[config.mk]
export PLATFORM = sky130hd
export DESIGN_NAME = z3_bus_fsm_flat
export DESIGN_NICKNAME = d
export VERILOG_FILES = /design/src/rtl/z3_pkg.sv /design/src/rtl/z3_bus_fsm_if.sv /design/src/rtl/z3_sync.sv /design/src/rtl/z3_bus_fsm.sv /design/src/flat_wrapper.sv
export SDC_FILE = /design/constraint.sdc
export NUM_CORES = 1
export LEC_CHECK = 0
export BUFFER_PORTS_ARGS = -buffer_cell sky130_fd_sc_hd__buf_2
export CAP_MARGIN = 20
export CORE_ASPECT_RATIO = 1.75
export CORE_UTILIZATION = 40
export DETAILED_ROUTE_END_ITERATION = 10
export PLACE_DENSITY = 0.73
export SKIP_CTS_REPAIR_TIMING = 1
export SYNTH_ARGS = -nofsm -noshare
export SYNTH_HDL_FRONTEND = slang
export SYNTH_SLANG_ARGS = --single-unit
[constraint.sdc]
create_clock -name CLK -period 4.4 [get_ports CLK]
set_input_delay 0.22 -clock CLK [delete_from_list [all_inputs] [get_ports CLK]]
set_output_delay 0.22 -clock CLK [all_outputs]
set_load 0.03 [all_outputs]
[src/rtl/z3_pkg.sv]
// Shared state encoding, constants and address decode for the Zorro III slave-cycle sequencer.
package z3_pkg;

    typedef enum logic [1:0] {
        Z3_IDLE  = 2'd0,
        Z3_START = 2'd1,
        Z3_DATA  = 2'd2,
        Z3_END   = 2'd3
    } z3_state_t;

    typedef struct packed {
        logic ac;
        logic scsi;
    } z3_hit_t;

    localparam logic [7:0] AUTOCONFIG_BASE_HI     = 8'hFF;
    localparam int         TIMEOUT_CYCLES_DEFAULT = 64;
    localparam int         TIMER_W                = 8;

    // addr_hi is ADDR[31:24]; autoconfig wins so the two hits never overlap.
    function automatic z3_hit_t decode_hit(
        input logic [7:0] addr_hi,
        input logic       cfgin_n,
        input logic       configured,
        input logic       shutup,
        input logic [3:0] base,
        input logic [3:0] space_hi
    );
        z3_hit_t h;
        h.ac   = (addr_hi == AUTOCONFIG_BASE_HI) && !cfgin_n && !configured && !shutup;
        h.scsi = !h.ac && configured && (addr_hi[7:4] == space_hi) && (addr_hi[3:0] == base);
        return h;
    endfunction

endpackage

[src/rtl/z3_bus_fsm_if.sv]
// Zorro III bus strobes/address plus the downstream stage handshakes of the slave-cycle sequencer.
interface z3_bus_fsm_if;

    logic        FCS_n;
    logic [3:0]  DS_n;
    logic        READ;
    logic [29:0] ADDR;
    logic        CFGIN_n;
    logic        configured;
    logic        shutup;
    logic [3:0]  scsi_base_addr;
    logic        ac_dtack;
    logic        scsi_ack;

    logic [1:0]  z3_state;
    logic        autoconfig_cycle;
    logic        scsi_cycle;
    logic [6:0]  ADDRL;
    logic        SLAVE_n;
    logic        DTACK_n;
    logic        DOE;
    logic        timeout_err;

    modport master (
        output FCS_n, DS_n, READ, ADDR, CFGIN_n, configured, shutup,
               scsi_base_addr, ac_dtack, scsi_ack,
        input  z3_state, autoconfig_cycle, scsi_cycle, ADDRL, SLAVE_n,
               DTACK_n, DOE, timeout_err
    );

    modport slave (
        input  FCS_n, DS_n, READ, ADDR, CFGIN_n, configured, shutup,
               scsi_base_addr, ac_dtack, scsi_ack,
        output z3_state, autoconfig_cycle, scsi_cycle, ADDRL, SLAVE_n,
               DTACK_n, DOE, timeout_err
    );

endinterface

[src/rtl/z3_sync.sv]
// WIDTH-bit, STAGES-deep synchroniser for asynchronous active-low strobes; resets to negated (all ones).
module z3_sync #(
    parameter int WIDTH  = 1,
    parameter int STAGES = 2
) (
    input  logic             clk,
    input  logic             rst,
    input  logic [WIDTH-1:0] d,
    output logic [WIDTH-1:0] q
);

    logic [STAGES-1:0][WIDTH-1:0] pipe;

    // NOTE: non-blocking so each stage takes its predecessor's value from before the edge.
    always_ff @(posedge clk) begin
        if (rst) begin
            pipe <= '1;
        end else begin
            pipe <= {pipe[STAGES-2:0], d};
        end
    end

    assign q = pipe[STAGES-1];

endmodule

[src/rtl/z3_bus_fsm.sv]
// Zorro III slave-cycle sequencer: synchronises FCS_n/DS_n, decodes autoconfig/SCSI hits and
// sequences SLAVE_n, DTACK_n and DOE, forcing DTACK_n if the selected stage never acknowledges.
module z3_bus_fsm
    import z3_pkg::*;
#(
    parameter logic [3:0] Z3_SPACE_HI    = 4'h4,
    parameter int         TIMEOUT_CYCLES = TIMEOUT_CYCLES_DEFAULT,
    parameter int         SYNC_STAGES    = 2
) (
    input logic         CLK,
    input logic         RESET,
    z3_bus_fsm_if.slave bus
);

    localparam logic [TIMER_W-1:0] TIMER_LAST = TIMER_W'(TIMEOUT_CYCLES - 1);
    localparam logic [1:0]         PRIME_DONE = 2'(SYNC_STAGES);

    logic [4:0]         sync_q;
    logic               fcs_s;
    logic [3:0]         ds_s;
    logic               ds_any_low;
    logic               ds_all_high;

    z3_state_t          state, state_d;
    z3_hit_t            hit, hit_d, hit_new;
    logic [6:0]         addrl, addrl_d;
    logic [TIMER_W-1:0] timer, timer_d;
    logic               armed, armed_d;
    logic [1:0]         prime_cnt;
    logic               primed;
    logic               dtack, dtack_d;
    logic               doe_hold, doe_hold_d;
    logic               timeout_err, timeout_d;
    logic               any_hit;
    logic               sel_ack;
    logic               unused_addr;

    z3_sync #(
        .WIDTH  (5),
        .STAGES (SYNC_STAGES)
    ) u_sync (
        .clk (CLK),
        .rst (RESET),
        .d   ({bus.FCS_n, bus.DS_n}),
        .q   (sync_q)
    );

    assign fcs_s       = sync_q[4];
    assign ds_s        = sync_q[3:0];
    assign ds_any_low  = (ds_s != 4'hF);
    assign ds_all_high = (ds_s == 4'hF);

    assign hit_new     = decode_hit(bus.ADDR[29:22], bus.CFGIN_n, bus.configured,
                                    bus.shutup, bus.scsi_base_addr, Z3_SPACE_HI);
    assign unused_addr = ^bus.ADDR[21:7];

    assign any_hit = hit.ac | hit.scsi;
    assign sel_ack = hit.ac ? bus.ac_dtack : bus.scsi_ack;
    // The synchroniser's reset value is not a real FCS_n sample, so arming waits until it has flushed.
    assign primed  = (prime_cnt == PRIME_DONE);

    always_ff @(posedge CLK) begin
        if (RESET) begin
            state       <= Z3_IDLE;
            hit         <= '0;
            addrl       <= '0;
            timer       <= '0;
            armed       <= 1'b0;
            prime_cnt   <= '0;
            dtack       <= 1'b0;
            doe_hold    <= 1'b0;
            timeout_err <= 1'b0;
        end else begin
            state       <= state_d;
            hit         <= hit_d;
            addrl       <= addrl_d;
            timer       <= timer_d;
            armed       <= armed_d;
            dtack       <= dtack_d;
            doe_hold    <= doe_hold_d;
            timeout_err <= timeout_d;
            if (!primed) begin
                prime_cnt <= prime_cnt + 2'd1;
            end
        end
    end

    // NOTE: every variable gets its hold value first so no path through the case infers a latch.
    always_comb begin
        state_d    = state;
        hit_d      = hit;
        addrl_d    = addrl;
        timer_d    = timer;
        armed_d    = armed;
        dtack_d    = dtack;
        doe_hold_d = doe_hold;
        timeout_d  = 1'b0;

        if (primed && fcs_s) begin
            armed_d = 1'b1;
        end

        case (state)
            Z3_IDLE: begin
                timer_d = '0;
                if (armed && !fcs_s) begin
                    state_d = Z3_START;
                    armed_d = 1'b0;
                    addrl_d = bus.ADDR[6:0];
                    hit_d   = hit_new;
                end
            end
            Z3_START: begin
                if (fcs_s) begin
                    state_d = Z3_IDLE;
                    hit_d   = '0;
                end else if (any_hit && ds_any_low) begin
                    state_d = Z3_DATA;
                end
            end
            Z3_DATA: begin
                timer_d = (timer == '1) ? timer : timer + TIMER_W'(1);
                if (fcs_s) begin
                    // Master gave up: drop the cycle without ever asserting DTACK_n.
                    state_d = Z3_IDLE;
                    hit_d   = '0;
                    timer_d = '0;
                end else if (sel_ack || (timer == TIMER_LAST)) begin
                    state_d    = Z3_END;
                    dtack_d    = 1'b1;
                    doe_hold_d = bus.READ;
                    timeout_d  = !sel_ack;
                end
            end
            Z3_END: begin
                if (fcs_s || ds_all_high) begin
                    dtack_d    = 1'b0;
                    doe_hold_d = 1'b0;
                end
                if (fcs_s) begin
                    state_d = Z3_IDLE;
                    hit_d   = '0;
                    timer_d = '0;
                end
            end
            default: begin
                state_d = Z3_IDLE;
            end
        endcase
    end

    assign bus.z3_state         = state;
    assign bus.autoconfig_cycle = hit.ac;
    assign bus.scsi_cycle       = hit.scsi;
    assign bus.ADDRL            = addrl;
    assign bus.SLAVE_n          = !any_hit;
    assign bus.DTACK_n          = !dtack;
    assign bus.DOE              = (state == Z3_DATA) ? (bus.READ & any_hit) : doe_hold;
    assign bus.timeout_err      = timeout_err;

endmodule

[src/flat_wrapper.sv]
// flat-port wrapper written by rule: the top's interface ports become plain ports
module z3_bus_fsm_flat import z3_pkg::*;
#(
    parameter logic [3:0] Z3_SPACE_HI    = 4'h4,
    parameter int         TIMEOUT_CYCLES = TIMEOUT_CYCLES_DEFAULT,
    parameter int         SYNC_STAGES    = 2
)
  (CLK, RESET, bus_FCS_n, bus_DS_n, bus_READ, bus_ADDR, bus_CFGIN_n, bus_configured, bus_shutup, bus_scsi_base_addr, bus_ac_dtack, bus_scsi_ack, bus_z3_state, bus_autoconfig_cycle, bus_scsi_cycle, bus_ADDRL, bus_SLAVE_n, bus_DTACK_n, bus_DOE, bus_timeout_err);
  z3_bus_fsm_if bus_i ();
  input logic CLK;
  input logic RESET;
  input wire logic [$bits(bus_i.FCS_n)-1:0] bus_FCS_n;
  input wire logic [$bits(bus_i.DS_n)-1:0] bus_DS_n;
  input wire logic [$bits(bus_i.READ)-1:0] bus_READ;
  input wire logic [$bits(bus_i.ADDR)-1:0] bus_ADDR;
  input wire logic [$bits(bus_i.CFGIN_n)-1:0] bus_CFGIN_n;
  input wire logic [$bits(bus_i.configured)-1:0] bus_configured;
  input wire logic [$bits(bus_i.shutup)-1:0] bus_shutup;
  input wire logic [$bits(bus_i.scsi_base_addr)-1:0] bus_scsi_base_addr;
  input wire logic [$bits(bus_i.ac_dtack)-1:0] bus_ac_dtack;
  input wire logic [$bits(bus_i.scsi_ack)-1:0] bus_scsi_ack;
  output wire logic [$bits(bus_i.z3_state)-1:0] bus_z3_state;
  output wire logic [$bits(bus_i.autoconfig_cycle)-1:0] bus_autoconfig_cycle;
  output wire logic [$bits(bus_i.scsi_cycle)-1:0] bus_scsi_cycle;
  output wire logic [$bits(bus_i.ADDRL)-1:0] bus_ADDRL;
  output wire logic [$bits(bus_i.SLAVE_n)-1:0] bus_SLAVE_n;
  output wire logic [$bits(bus_i.DTACK_n)-1:0] bus_DTACK_n;
  output wire logic [$bits(bus_i.DOE)-1:0] bus_DOE;
  output wire logic [$bits(bus_i.timeout_err)-1:0] bus_timeout_err;
  assign bus_i.FCS_n = bus_FCS_n;
  assign bus_i.DS_n = bus_DS_n;
  assign bus_i.READ = bus_READ;
  assign bus_i.ADDR = bus_ADDR;
  assign bus_i.CFGIN_n = bus_CFGIN_n;
  assign bus_i.configured = bus_configured;
  assign bus_i.shutup = bus_shutup;
  assign bus_i.scsi_base_addr = bus_scsi_base_addr;
  assign bus_i.ac_dtack = bus_ac_dtack;
  assign bus_i.scsi_ack = bus_scsi_ack;
  assign bus_z3_state = bus_i.z3_state;
  assign bus_autoconfig_cycle = bus_i.autoconfig_cycle;
  assign bus_scsi_cycle = bus_i.scsi_cycle;
  assign bus_ADDRL = bus_i.ADDRL;
  assign bus_SLAVE_n = bus_i.SLAVE_n;
  assign bus_DTACK_n = bus_i.DTACK_n;
  assign bus_DOE = bus_i.DOE;
  assign bus_timeout_err = bus_i.timeout_err;
  z3_bus_fsm #(.Z3_SPACE_HI(Z3_SPACE_HI), .TIMEOUT_CYCLES(TIMEOUT_CYCLES), .SYNC_STAGES(SYNC_STAGES)) u_core (.CLK(CLK), .RESET(RESET), .bus(bus_i));
endmodule
==> reports/qor.yml <==
logic_synthesis:
  yosysTopAreaCell: "dfxtp_1"
  ys.flop_type: "dfxtp_1"
  yosysWarnings: 0
  synthArstFlopShare_pct: 0
  yosysMostFrequentCell: "dfxtp_1"
  synth_top_area_share_pct: 45.3
  yosys.cell_types.count: 43
  synth_edf_count: 0
  syn_nets: 213
  synthTopCellsByArea: "dfxtp_1 45%, mux2i_1 5.2%, nor2_1 4.9%, or2_2 4.0%, a21oi_2 2.8%"
  synth_common_cells: "35 x dfxtp_1, 20 x nor2_1, 11 x nand2_1"
  syn_avg_cell_area_sq_um: 9.43
  synth.ff_latch_count: 35
  syn_inst: 164
  syn_area_sq_um: 1550
  seq_area_frac_synth_pct: 45.3
place:
  portBuffers: 46
  dp_cells: 249
  place.gp.congestion: 0.736
  dpl_worst_slack_ns: 2.26
  hpwl_um: 2230
power:
  seq_power_share_pct: 52.3
  clockPowerShare_pct: 35.6
  ir_drop_v: 0.000272
  power_frac_comb_pct: 12.0
  power_density_nw_per_um2: 350
  p_sw_w: 0.000171
  switching_share_pct: 26.0
  internal-power_w: 0.000487
  p_total_w: 0.000659
  p_leak_nw: 0.770
drt:
  antenna_left: 0
  avgRoutedWirePerCell_um: 11.7
  vias: 1302
  vias_per_cell: 5.07
  dr.pass1.iters: 4
  drt_iter0_drc: 23
  drc: 0
  routed_wl_um: 3020
global_route:
  grt_pass1_vias: 1231
  antenna_found_initial: 0
  grt_overflow: 0
  grt_pass1_wl_um: 5200
  grt_max_degree: 32
  track_usage_pct: 16.0
floorplan:
  initial_core_util_pct: 42.2
  die_w_um: 49
  core_sq_um: 3660
  die_area_sq_um: 4130
  pin_count: 62
  chipHeight_um: 84.3
  rows: 29
timing:
  slew_headroom_pct: 55.5
  timing.final.ws_setup_ns: 2.23
  finalHoldViolations: 0
  worst-slew-pin-transition_ns: 0.666
  final.period_utilization_pct: 49.4
  final.min_clock_period_ns: 2.17
  fmax_mhz: 460
  rsz0062_at_grt: "false"
  setup_viol: 0
  tns_ns: 0
  finalMaxSlewViolations: 0
  fin_skew_ns: 0.00488
finish:
  num-nets-final: 259
  area_growth_pct: 21.8
  layout-drive-gt1-share_pct: 36.0
  n_antenna_cell: 0
  stdcell_count: 257
  utilization_pct: 51.4
hold_path:
  hold_path.class: "primary input to flip-flop"
clock_tree:
  clockBufferDepth: 2
  cts_root_buf: "clkbuf_8"
  htreeDepth: 2
  cts_tree: "done"
  clock_latency_ns: 0.29
  cts_num_sinks: 35
  cts.clk_slew.worst_paths_ns: 0.08
  cts_buffers: 5
worst_setup_path:
  startpoint_type: "flip-flop"
  worstPathCellList: "or3b_1, o41ai_4, or4_1, a21oi_2"
  slowest_delay_ns: 0.73
  crit_type: "flip-flop to flip-flop"
  required_ns: 4.57
  critPathArrivalTime_ns: 2.34
  cp_slowest_cell: "o41ai_4"
  end_kind: "flip-flop"
  critPathMaxFanout: 13
flow_run:
  cap_violations: 0
run_status:
  outcome: "finished, final reports clean"
state kept, by name (all words and copies together), names as in the netlist:
name / cells
u_core.armed: 1
u_core.bus.autoconfig_cycle: 1
u_core.bus.scsi_cycle: 1
u_core.doe_hold: 1
u_core.bus.z3_state: 2
u_core.dtack: 1
u_core.bus.timeout_err: 1
u_core.u_sync.q: 5
u_core.timer: 8
u_core.bus.ADDRL: 7
u_core.prime_cnt: 2
u_core.u_sync.pipe: 5
stage by stage:
stage | area, sq um | hold WS [ns]
2_1_floorplan | 1550 | 0.324
3_3_place_gp | 1790 | 0.391
3_5_place_dp | 1790 | 0.393
4_1_cts | 1880 | 0.102
5_1_grt | 1880 | 0.0968
6_report | 1880 | 0.108
cell usage in the layout (no fill, tap or decap), types with 2 or more instances in the layout:
| master | synthesis | layout |
|---|---|---|
| and2_1 | 2 | 2 |
| clkbuf_8 | 0 | 5 |
| and3_1 | 3 | 3 |
| nor4_1 | 3 | 3 |
| dfxtp_1 | 35 | 35 |
| ha_1 | 2 | 2 |
| o21a_1 | 2 | 2 |
| clkinvlp_4 | 0 | 2 |
| or2_2 | 10 | 10 |
| or3_1 | 6 | 6 |
| or4_1 | 2 | 2 |
| nor3_1 | 2 | 2 |
| nand2b_1 | 3 | 3 |
| nand4_1 | 3 | 3 |
| inv_1 | 5 | 5 |
| nor2_1 | 20 | 20 |
| mux2i_1 | 8 | 8 |
| a21oi_2 | 5 | 5 |
| o21ai_1 | 3 | 3 |
| nand2_1 | 11 | 11 |
| mux2_2 | 2 | 2 |
| nand3_1 | 3 | 3 |
| xnor2_1 | 4 | 4 |
| a21oi_1 | 5 | 5 |
| buf_2 | 1 | 46 |
layout make-up:
class	instances	area, sq um
inverters	5	18.8
fillers	371	1780
repair buffers	47	238
clock buffers	5	68.8
multi-input cells	116	776
flip-flops and latches	35	701
well taps	46	57.6
clock inverters	3	23.8
power by group through the flow:
stage	Clock, W	Sequential [W]	Combinational, W
after floorplan	0	0.000352	0.0000527
after global placement	0	0.000350	0.0000763
after detailed placement	0	0.000352	0.0000797
after CTS	0.000241	0.000344	0.0000802
after global routing	0.000258	0.000346	0.0000914
final	0.000235	0.000345	0.0000793
path summary, 6_finish.rpt:
path	endpoint	startpoint	cells after the start	slack, ns
worst max register to register	u_core.timer[7]$_SDFFE_PP0P_	u_core.bus.z3_state[1]$_SDFFE_PP0P_	4	2.23
worst max-delay path	u_core.timer[7]$_SDFFE_PP0P_	u_core.bus.z3_state[1]$_SDFFE_PP0P_	4	2.23
worst min-delay path	u_core.u_sync.pipe[3]$_SDFF_PP1_	bus_DS_n[3]	2	0.11
worst min register to register	u_core.u_sync.q[0]$_SDFF_PP1_	u_core.u_sync.pipe[0]$_SDFF_PP1_	1	0.41
kinds of logic after synthesis:
family | count (synthesis) | share of synthesized area [%]
fa+ha+maj | 2 | 1.62
compound gates | 28 | 14.7
xor+xnor | 5 | 2.83
flops | 35 | 45.3
simple gates | 71 | 23.9
buf+inv | 13 | 4.94
mux | 10 | 6.63
routing by layer:
layer / global-route usage, % / up-vias / part of all wire [%]
met1: 16.6 / 592 / 40
met2: 29.3 / 34 / 54
met4: 8.56 / 0 / 2.1
met3: 3.44 / 6 / 4.3
met5: 0 / - / 0
li1: - / 670 / -
critical path, delay by kind of cell, from the launching register on:
kind | cells | cell delay (ns)
AOI/OAI and AO/OA | 2 | 0.78
and+or+nand+nor | 2 | 0.77
DFF | 1 | 0.51
(Power assumes the default switching activity.)
